## src/rtl/regfile_pkg.sv

```systemverilog
// Shared register-file constants: default geometry and the hardwired-zero index.
// Used by the register file, decode and the hazard unit.
package regfile_pkg;

    localparam int XLEN_DEFAULT  = 32;
    localparam int NREGS_DEFAULT = 32;
    localparam int AW_DEFAULT    = $clog2(NREGS_DEFAULT);
    localparam int ZERO_REG      = 0;

endpackage

```

## src/rtl/regfile_scoreboard.sv

```systemverilog
// Per-register busy scoreboard: claims set, writebacks clear, claim wins on collision.
// Keeps a running popcount and answers per-read-port busy lookups.
module regfile_scoreboard
    import regfile_pkg::*;
#(
    parameter int  NREGS = NREGS_DEFAULT,
    parameter int  NREAD = 2,
    localparam int AW    = $clog2(NREGS)
) (
    input  logic                clk,
    input  logic                rst_n,
    input  logic [NREAD*AW-1:0] rs_addr,
    output logic [NREAD-1:0]    rs_busy,
    input  logic                we,
    input  logic [AW-1:0]       rd_addr,
    input  logic                claim,
    input  logic [AW-1:0]       claim_addr,
    output logic [AW:0]         busy_count
);

    logic [NREGS-1:0] busy;
    logic [NREGS-1:0] busy_next;
    logic             set_en;
    logic             clr_en;
    logic             inc;
    logic             dec;

    assign set_en = claim && (claim_addr != AW'(ZERO_REG));
    assign clr_en = we && (rd_addr != AW'(ZERO_REG));

    // A release of the register being re-claimed in the same cycle is not a net release.
    assign inc = set_en && !busy[claim_addr];
    assign dec = clr_en && busy[rd_addr] && !(set_en && (claim_addr == rd_addr));

    always_comb begin
        busy_next = busy;
        if (clr_en) begin
            busy_next[rd_addr] = 1'b0;
        end
        if (set_en) begin
            busy_next[claim_addr] = 1'b1;
        end
        busy_next[ZERO_REG] = 1'b0;
    end

    always_ff @(posedge clk or negedge rst_n) begin
        if (!rst_n) begin
            busy       <= '0;
            busy_count <= '0;
        end else begin
            busy       <= busy_next;
            busy_count <= busy_count + (AW+1)'(inc) - (AW+1)'(dec);
        end
    end

    for (genvar i = 0; i < NREAD; i++) begin : g_port
        logic [AW-1:0] addr;
        assign addr       = rs_addr[i*AW +: AW];
        assign rs_busy[i] = (addr != AW'(ZERO_REG)) && busy[addr] && !(we && (rd_addr == addr));
    end

endmodule

```

## src/rtl/regfile_bypass.sv

```systemverilog
// Integer register file: NREAD combinational read ports with write-to-read bypass,
// one write port, x0 hardwired to zero, and an in-flight producer scoreboard.
module regfile_bypass
    import regfile_pkg::*;
#(
    parameter int  XLEN  = XLEN_DEFAULT,
    parameter int  NREGS = NREGS_DEFAULT,
    parameter int  NREAD = 2,
    localparam int AW    = $clog2(NREGS)
) (
    input  logic                  clk,
    input  logic                  rst_n,
    input  logic [NREAD*AW-1:0]   rs_addr,
    output logic [NREAD*XLEN-1:0] rs_data,
    output logic [NREAD-1:0]      rs_busy,
    input  logic                  we,
    input  logic [AW-1:0]         rd_addr,
    input  logic [XLEN-1:0]       rd_data,
    input  logic                  claim,
    input  logic [AW-1:0]         claim_addr,
    output logic [AW:0]           busy_count
);

    logic [XLEN-1:0] regs [NREGS];
    logic            write_en;

    assign write_en = we && (rd_addr != AW'(ZERO_REG));

    always_ff @(posedge clk or negedge rst_n) begin
        if (!rst_n) begin
            for (int r = 0; r < NREGS; r++) begin
                regs[r] <= '0;
            end
        end else if (write_en) begin
            regs[rd_addr] <= rd_data;
        end
    end

    // Bypass lets an instruction reading a register in the writeback cycle see the new value.
    for (genvar i = 0; i < NREAD; i++) begin : g_read
        logic [AW-1:0] addr;
        assign addr = rs_addr[i*AW +: AW];

        always_comb begin
            rs_data[i*XLEN +: XLEN] = '0;
            if (addr == AW'(ZERO_REG)) begin
                rs_data[i*XLEN +: XLEN] = '0;
            end else if (write_en && (rd_addr == addr)) begin
                rs_data[i*XLEN +: XLEN] = rd_data;
            end else begin
                rs_data[i*XLEN +: XLEN] = regs[addr];
            end
        end
    end

    regfile_scoreboard #(
        .NREGS (NREGS),
        .NREAD (NREAD)
    ) u_scoreboard (
        .clk        (clk),
        .rst_n      (rst_n),
        .rs_addr    (rs_addr),
        .rs_busy    (rs_busy),
        .we         (we),
        .rd_addr    (rd_addr),
        .claim      (claim),
        .claim_addr (claim_addr),
        .busy_count (busy_count)
    );

endmodule

```

## config.mk

```make
export PLATFORM = sky130hd
export DESIGN_NAME = regfile_bypass
export DESIGN_NICKNAME = d
export VERILOG_FILES = /design/src/rtl/regfile_pkg.sv /design/src/rtl/regfile_scoreboard.sv /design/src/rtl/regfile_bypass.sv
export SDC_FILE = /design/constraint.sdc
export NUM_CORES = 2
export LEC_CHECK = 0
export BUFFER_PORTS_ARGS = -buffer_cell sky130_fd_sc_hd__buf_2
export CAP_MARGIN = 20
export CORE_MARGIN = 10
export CORE_UTILIZATION = 60
export CTS_CLUSTER_DIAMETER = 60
export DETAILED_ROUTE_END_ITERATION = 6
export HOLD_SLACK_MARGIN = 0.02
export PLACE_DENSITY = 0.77
export SLEW_MARGIN = 25
export SYNTH_ARGS = -nofsm -noshare
export SYNTH_HDL_FRONTEND = slang
export SYNTH_HIERARCHICAL = 1
export SYNTH_SLANG_ARGS = --single-unit
export TNS_END_PERCENT = 5
```

## constraint.sdc

```tcl
create_clock -name clk -period 3.8 [get_ports clk]
set_clock_uncertainty 0.2 [all_clocks]
set_input_delay 0 -clock clk [delete_from_list [all_inputs] [get_ports clk]]
set_output_delay 0 -clock clk [all_outputs]
set_load 0.05 [all_outputs]
```

Yosys cells after proc, flatten, opt, wreduce, memory -nomap -nowiden
Cells that the tools add are included.
{ "totals": {"register_bits": 1061, "in_bits": 56, "word_cells": 109} }
{ "op_classes": {"add_sub_neg": 2, "order_cmp": 10, "eq_ne": 3, "mux": 27, "n_bitwise": 6, "reduce_logical": 27} }
{ "op_table": {"columns": ["operator", "count"], "rows": [
  ["$bwmux 1024", 1],
  ["$mux 32", 11],
  ["$bmux 32 s5", 2],
  ["$demux 32 s5", 1],
  ["$and 32x32->32", 1],
  ["$not 32->32", 1],
  ["$or 32x32->32", 1],
  ["$lt 5x6->1 const B", 4],
  ["$bmux 1 s5", 4],
  ["$reduce_bool 5->1", 4],
  ["$ge 6x6->1 const B", 3],
  ["$not 5->6", 3],
  ["$logic_and 1x1->1", 17],
  ["$eq 5x5->1", 3],
  ["$demux 1 s5", 2],
  ["$ge 5x1->1 const B", 2],
  ["$logic_not 5->1", 2],
  ["$add 6x1->6", 1],
  ["$lt 6x1->1 const B", 1],
  ["$mux 1", 6],
  ["$sub 6x1->6", 1],
  ["$logic_not 1->1", 4]
]} }

Logic depth before layout (Yosys ltp)
{ "depth": {"ltp_word": 9, "ltp_mapped": 15, "mapped_depth_nobuf": 13} }

Modules after synthesis
The synthesis kept the hierarchy.
{ "by_module_without_submodules": {"columns": ["module", "instances", "cells_each", "area_per_inst_um2", "seq_area_each_um2"], "rows": [
  ["regfile_bypass", 1, 3944, 55924.9, 25624.6],
  ["regfile_scoreboard", 1, 289, 2951.6, 925.9]
]} }

Worst setup path before layout
No wires, ideal clock.
{ "synth_path": {"path_type": "register to register", "startpoint": "reg u_scoreboard.busy[19]", "endpoint": "reg u_scoreboard.busy_count[4]", "arrival_ps": 2986, "path_slack_ps": 534, "stages_incl_launch_ff": 13, "n_path_buf": 0, "path_cell_list": "dfrtp_1 > mux4_2 > a221oi_1 > a21oi_1 > or4_1 > ha_1 > inv_1 > ha_1 > fa_1 > a21oi_1 > nor2_1 > nor2_1 > xnor2_1"} }
{ "synth_between": {"elab_chain_cells": 6} }
{ "synth_rtl": {"columns": ["item", "line_no", "source"], "rows": [
  ["start: declaration", "regfile_scoreboard.sv:21", "logic [NREGS-1:0] busy;"],
  ["start signal: assignment", "regfile_scoreboard.sv:51", "busy <= busy_next;"],
  ["$bmux 1 s5", "regfile_scoreboard.sv:32", "assign inc = set_en && !busy[claim_addr];"],
  ["$mux 1 (implied by the code)", "regfile_scoreboard.sv:32", null],
  ["$logic_not 1->1", "regfile_scoreboard.sv:32", null],
  ["$logic_and 1x1->1", "regfile_scoreboard.sv:32", null],
  ["$add 6x1->6", "regfile_scoreboard.sv:52", "busy_count <= busy_count + (AW+1)'(inc) - (AW+1)'(dec);"],
  ["$sub 6x1->6 (*)", "regfile_scoreboard.sv:52", null],
  ["end signal: assignment", "regfile_scoreboard.sv:52", null],
  ["end: declaration", "regfile_scoreboard.sv:18", "output logic [AW:0] busy_count"]
]} }
Every way passes the cells marked *; elsewhere a longest branch is shown, timed or not. The select of a mux whose other input is x is not followed.
A chain may end at the register's enable or synchronous reset.

Worst setup path in the final report
{ "layout_path": {"startpoint": "in rd_addr[2]", "endpoint": "out rs_data[3]"} }
{ "layout_between": {"elab_chain_cells": 5} }
{ "layout_rtl": {"columns": ["item", "line_no", "source"], "rows": [
  ["start: declaration", "regfile_bypass.sv:17", "input logic [AW-1:0] rd_addr,"],
  ["$reduce_bool 5->1", "regfile_bypass.sv:27", "assign write_en = we && (rd_addr != AW'(ZERO_REG));"],
  ["$logic_and 1x1->1", "regfile_bypass.sv:27", null],
  ["$logic_and 1x1->1 (*)", "regfile_bypass.sv:48", "end else if (write_en && (rd_addr == addr)) begin"],
  ["$mux 32 (*)", "regfile_bypass.sv:48", null],
  ["$mux 32 (*)", "regfile_bypass.sv:46", "if (addr == AW'(ZERO_REG)) begin"],
  ["end: declaration", "regfile_bypass.sv:14", "output logic [NREAD*XLEN-1:0] rs_data,"]
]} }
Every way passes the cells marked *; elsewhere a longest branch is shown, timed or not.

==> flow_summary.ini <==
[global_route]
grt.total_usage_pct = 35.2
grt_start_max_net_pins = 112
grt_pass1_vias = 42962
grt_overflow = 0
grt_pass1_wl_um = 293000
antenna_found_initial = 10

[setup_path]
critical-path-top-delay-family = simple AND/OR/NAND/NOR gates
crit_required_ps = 3600
worstSetupPathType = input port to primary output
path_max_fanout = 31
worst-path-buf-inv = 3
crit_path_max_incr_delay_ps = 950
crit_path_frequent_cell = o21ai_0
cp_cell_sequence = dlygate4sd3_1 > buf_2 > or3_1 > o21ai_0 > or3_2 > o21ai_0 > nor2_1 > buf_12
worstSetupStartpointType = input port
end_kind = primary output
worstPathArrival_ps = 3500
slowest_stage = or3_2

[synthesis]
async_reset_ff_share_pct = 100
synth_warnings = 6
synth_edf_count = 0
synth_area_leaders = dfrtp_1, mux2_2, mux4_2, mux2i_1, clkbuf_1
synth_ff_type = dfrtp_1
syn_inst = 4233
syn_nets = 4296
yosysUniqueCellTypes = 76
seq_area_frac_synth_pct = 45.1
syn-cell-area_um2 = 58900
ys_seq_elements = 1061
yosys.area.top_type = dfrtp_1
post-synth-top-area-fraction_pct = 45.1
avgSynthCellArea_um2 = 13.9

[cts]
post_cts_resized = 0
numClockSinks = 1061
numCtsBuffers = 115
cts_root_buffer = clkbuf_16
h-tree-depth = 3
cts_buffer_depth = 3
worstSkewPairLatency_ps = 700
clkTransAtPathRegs_ps = 60
cts_tree = built

[timing]
fmax_mhz = 270
whs_ps = 113
finalCritPeriodShare_pct = 97.3
layout_min_cycle_time_ps = 3700
finalMaxSlewViolations = 0
max-slew-margin-rel_pct = 22.0
setup_viol = 0
rsz0062_at_grt = false
hold_viol = 0
worst_slew_pin_slew_ps = 1170
setup_tns_ps = 0

[placement]
port_buffers = 127
dp.final_hpwl_um = 118000
place_congestion = 0.924

[power_and_ir_drop]
ir_drop_mv = 0.449
power.total_uw = 35100
leakage_uw = 0.0289
power_density_nw_per_um2 = 533

[floorplan]
io_pins = 128
core_um2 = 97000
initial_utilization_pct = 60.7
rows = 114
die-area_um2 = 111000
die_w_um = 333
dieHeight_um = 333

[routing]
drcViolationCount = 0
routedWlPerCell_um = 35.1
vias = 42570
routed_wirelength_um = 199000
drtAntennaViolNets = 0
vias_per_cell = 7.50
drtIter0Drc = 5608
first_pass_iters = 6

[job]
maxCapViolations = 0

[final_layout]
drive_above_1_share_pct = 46.5
n_fill_cell = 6616
final_net_count = 4360
area_delta_synth_final_pct = 12.0

[status]
status = complete, no violations

[hold_path]
hold_path.class = input port to register
-- layer usage --
metal / vias to the layer above / routed length [um] / GRT usage (%) / part of all wire [%]
li1: 16431 / - / - / -
met1: 22154 / 73500 / 46.7 / 37
met2: 3195 / 87000 / 51.7 / 44
met3: 782 / 25300 / 10.8 / 13
met4: 8 / 13000 / 19.5 / 6.6
met5: - / 51 / 0 / 0.026
-- timing repair --
action / CTS / global route
hold endpoints to repair: 2013 / 0
hold buffers: 60 / 0
setup buffers: 0 / 0
-- cell usage after synthesis, drive strengths merged, types with 25 or more instances --
| master | n |
|---|---|
| nor3 | 51 |
| inv | 25 |
| dfrtp | 1061 |
| mux2i | 284 |
| a22oi | 45 |
| a22o | 27 |
| mux2 | 1066 |
| a21oi | 35 |
| nor4 | 34 |
| mux4 | 386 |
| nand2 | 70 |
| a221oi | 59 |
| clkbuf | 235 |
| o22ai | 104 |
| nor2 | 110 |
| o21ai | 134 |
| buf | 223 |
-- kinds of logic after synthesis --
| family | Yosys count | synth area share (%) |
|---|---|---|
| AOI/OAI and AO/OA | 531 | 6.44 |
| xor gates and xnor gates | 29 | 0.431 |
| adders and majority gates | 7 | 0.162 |
| buffers and inverters | 483 | 4.57 |
| DFF | 1061 | 45.1 |
| muxes | 1736 | 40.0 |
| and+or+nand+nor | 386 | 3.27 |
-- state kept, by name, indices dropped and copies added, names as in the netlist --
name	cells
regs	1024
u_scoreboard/busy	31
u_scoreboard/busy_count	6
-- worst min-delay path, stage by stage --
cell and delay (ps):
buf_2 210, buf_4 250, nand3_1 320, o21ai_0 120
o21ai_0 70
-- final cells by class --
type	instances	area, um^2	share of cell area, %
timing repair buffer	405	3890	5.90
tap	1276	1600	2.42
multi-input combinational	2689	29900	45.3
inverter	25	93.8	0.142
clock inverter	34	520	0.789
clock buffer	176	3440	5.21
antenna	7	17.5	0.0266
sequential	1061	26600	40.3
-- placed cells by master, fill, tap and decap left out, types with 8 or more instances in the layout --
cell type      Yosys  final
mux2_2          1066   1066
dfrtp_1         1061   1061
mux4_2           378    378
mux2i_1          284    284
buf_4             13    167
clkbuf_16          0    116
o21ai_0          113    113
o22ai_1          104    104
buf_2            101    100
nor2_1           109     92
buf_12            14     71
dlygate4sd3_1      0     59
a221oi_1          56     56
nand2_1           70     55
nor3_1            51     49
a22oi_1           38     38
a21oi_1           35     34
nor4_1            34     34
clkbuf_8           1     33
clkbuf_1         233     29
a22o_1            27     27
inv_1             24     24
a211oi_1          23     23
nand2b_1          23     23
nand3_1           23     23
a221o_1           22     22
o21ai_1           21     21
a2111oi_0         20     20
nor2_4             0     17
xnor2_1           15     15
nor2b_1           18     15
nand2_2            0     15
xor2_1            14     14
nand3b_1          11     11
clkinv_2           0     10
bufinv_16          0     10
o22a_1             9      9
mux4_1             8      8
-- metrics by stage --
stage | setup WS, ps | util [%] | std cells | cell area [um^2]
finish | 102 | 68.0 | 5673 | 66000
floorplan | 534 | - | 4233 | 58900
global placement | 237 | 63.3 | 5396 | 61400
CTS | 262 | 68.0 | 5666 | 65900
detailed placement | 315 | 63.3 | 5396 | 61400
global route | 5.38 | 68.0 | 5666 | 65900
-- power by group --
part,internal [uW],switching (uW),total [uW]
clock,6900,4820,11700
combinational,4370,3840,8210
sequential,13500,1710,15200
-- worst paths after layout --
path	start	to	slack (ps)	cells past startpoint
worst max-delay path	rd_addr[2]	rs_data[3]	100	8
worst min-delay path	rd_addr[0]	u_scoreboard/busy[3]	110	5
worst max register to register	u_scoreboard/busy[19]	u_scoreboard/busy_count[4]	280	12
worst min register to register	regs[1000]	regs[1000]	190	0
max in group asynchronous	rst_n	regs[209]	2190	5
min in group asynchronous	rst_n	regs[579]	470	4
(Power assumes the default switching activity.)
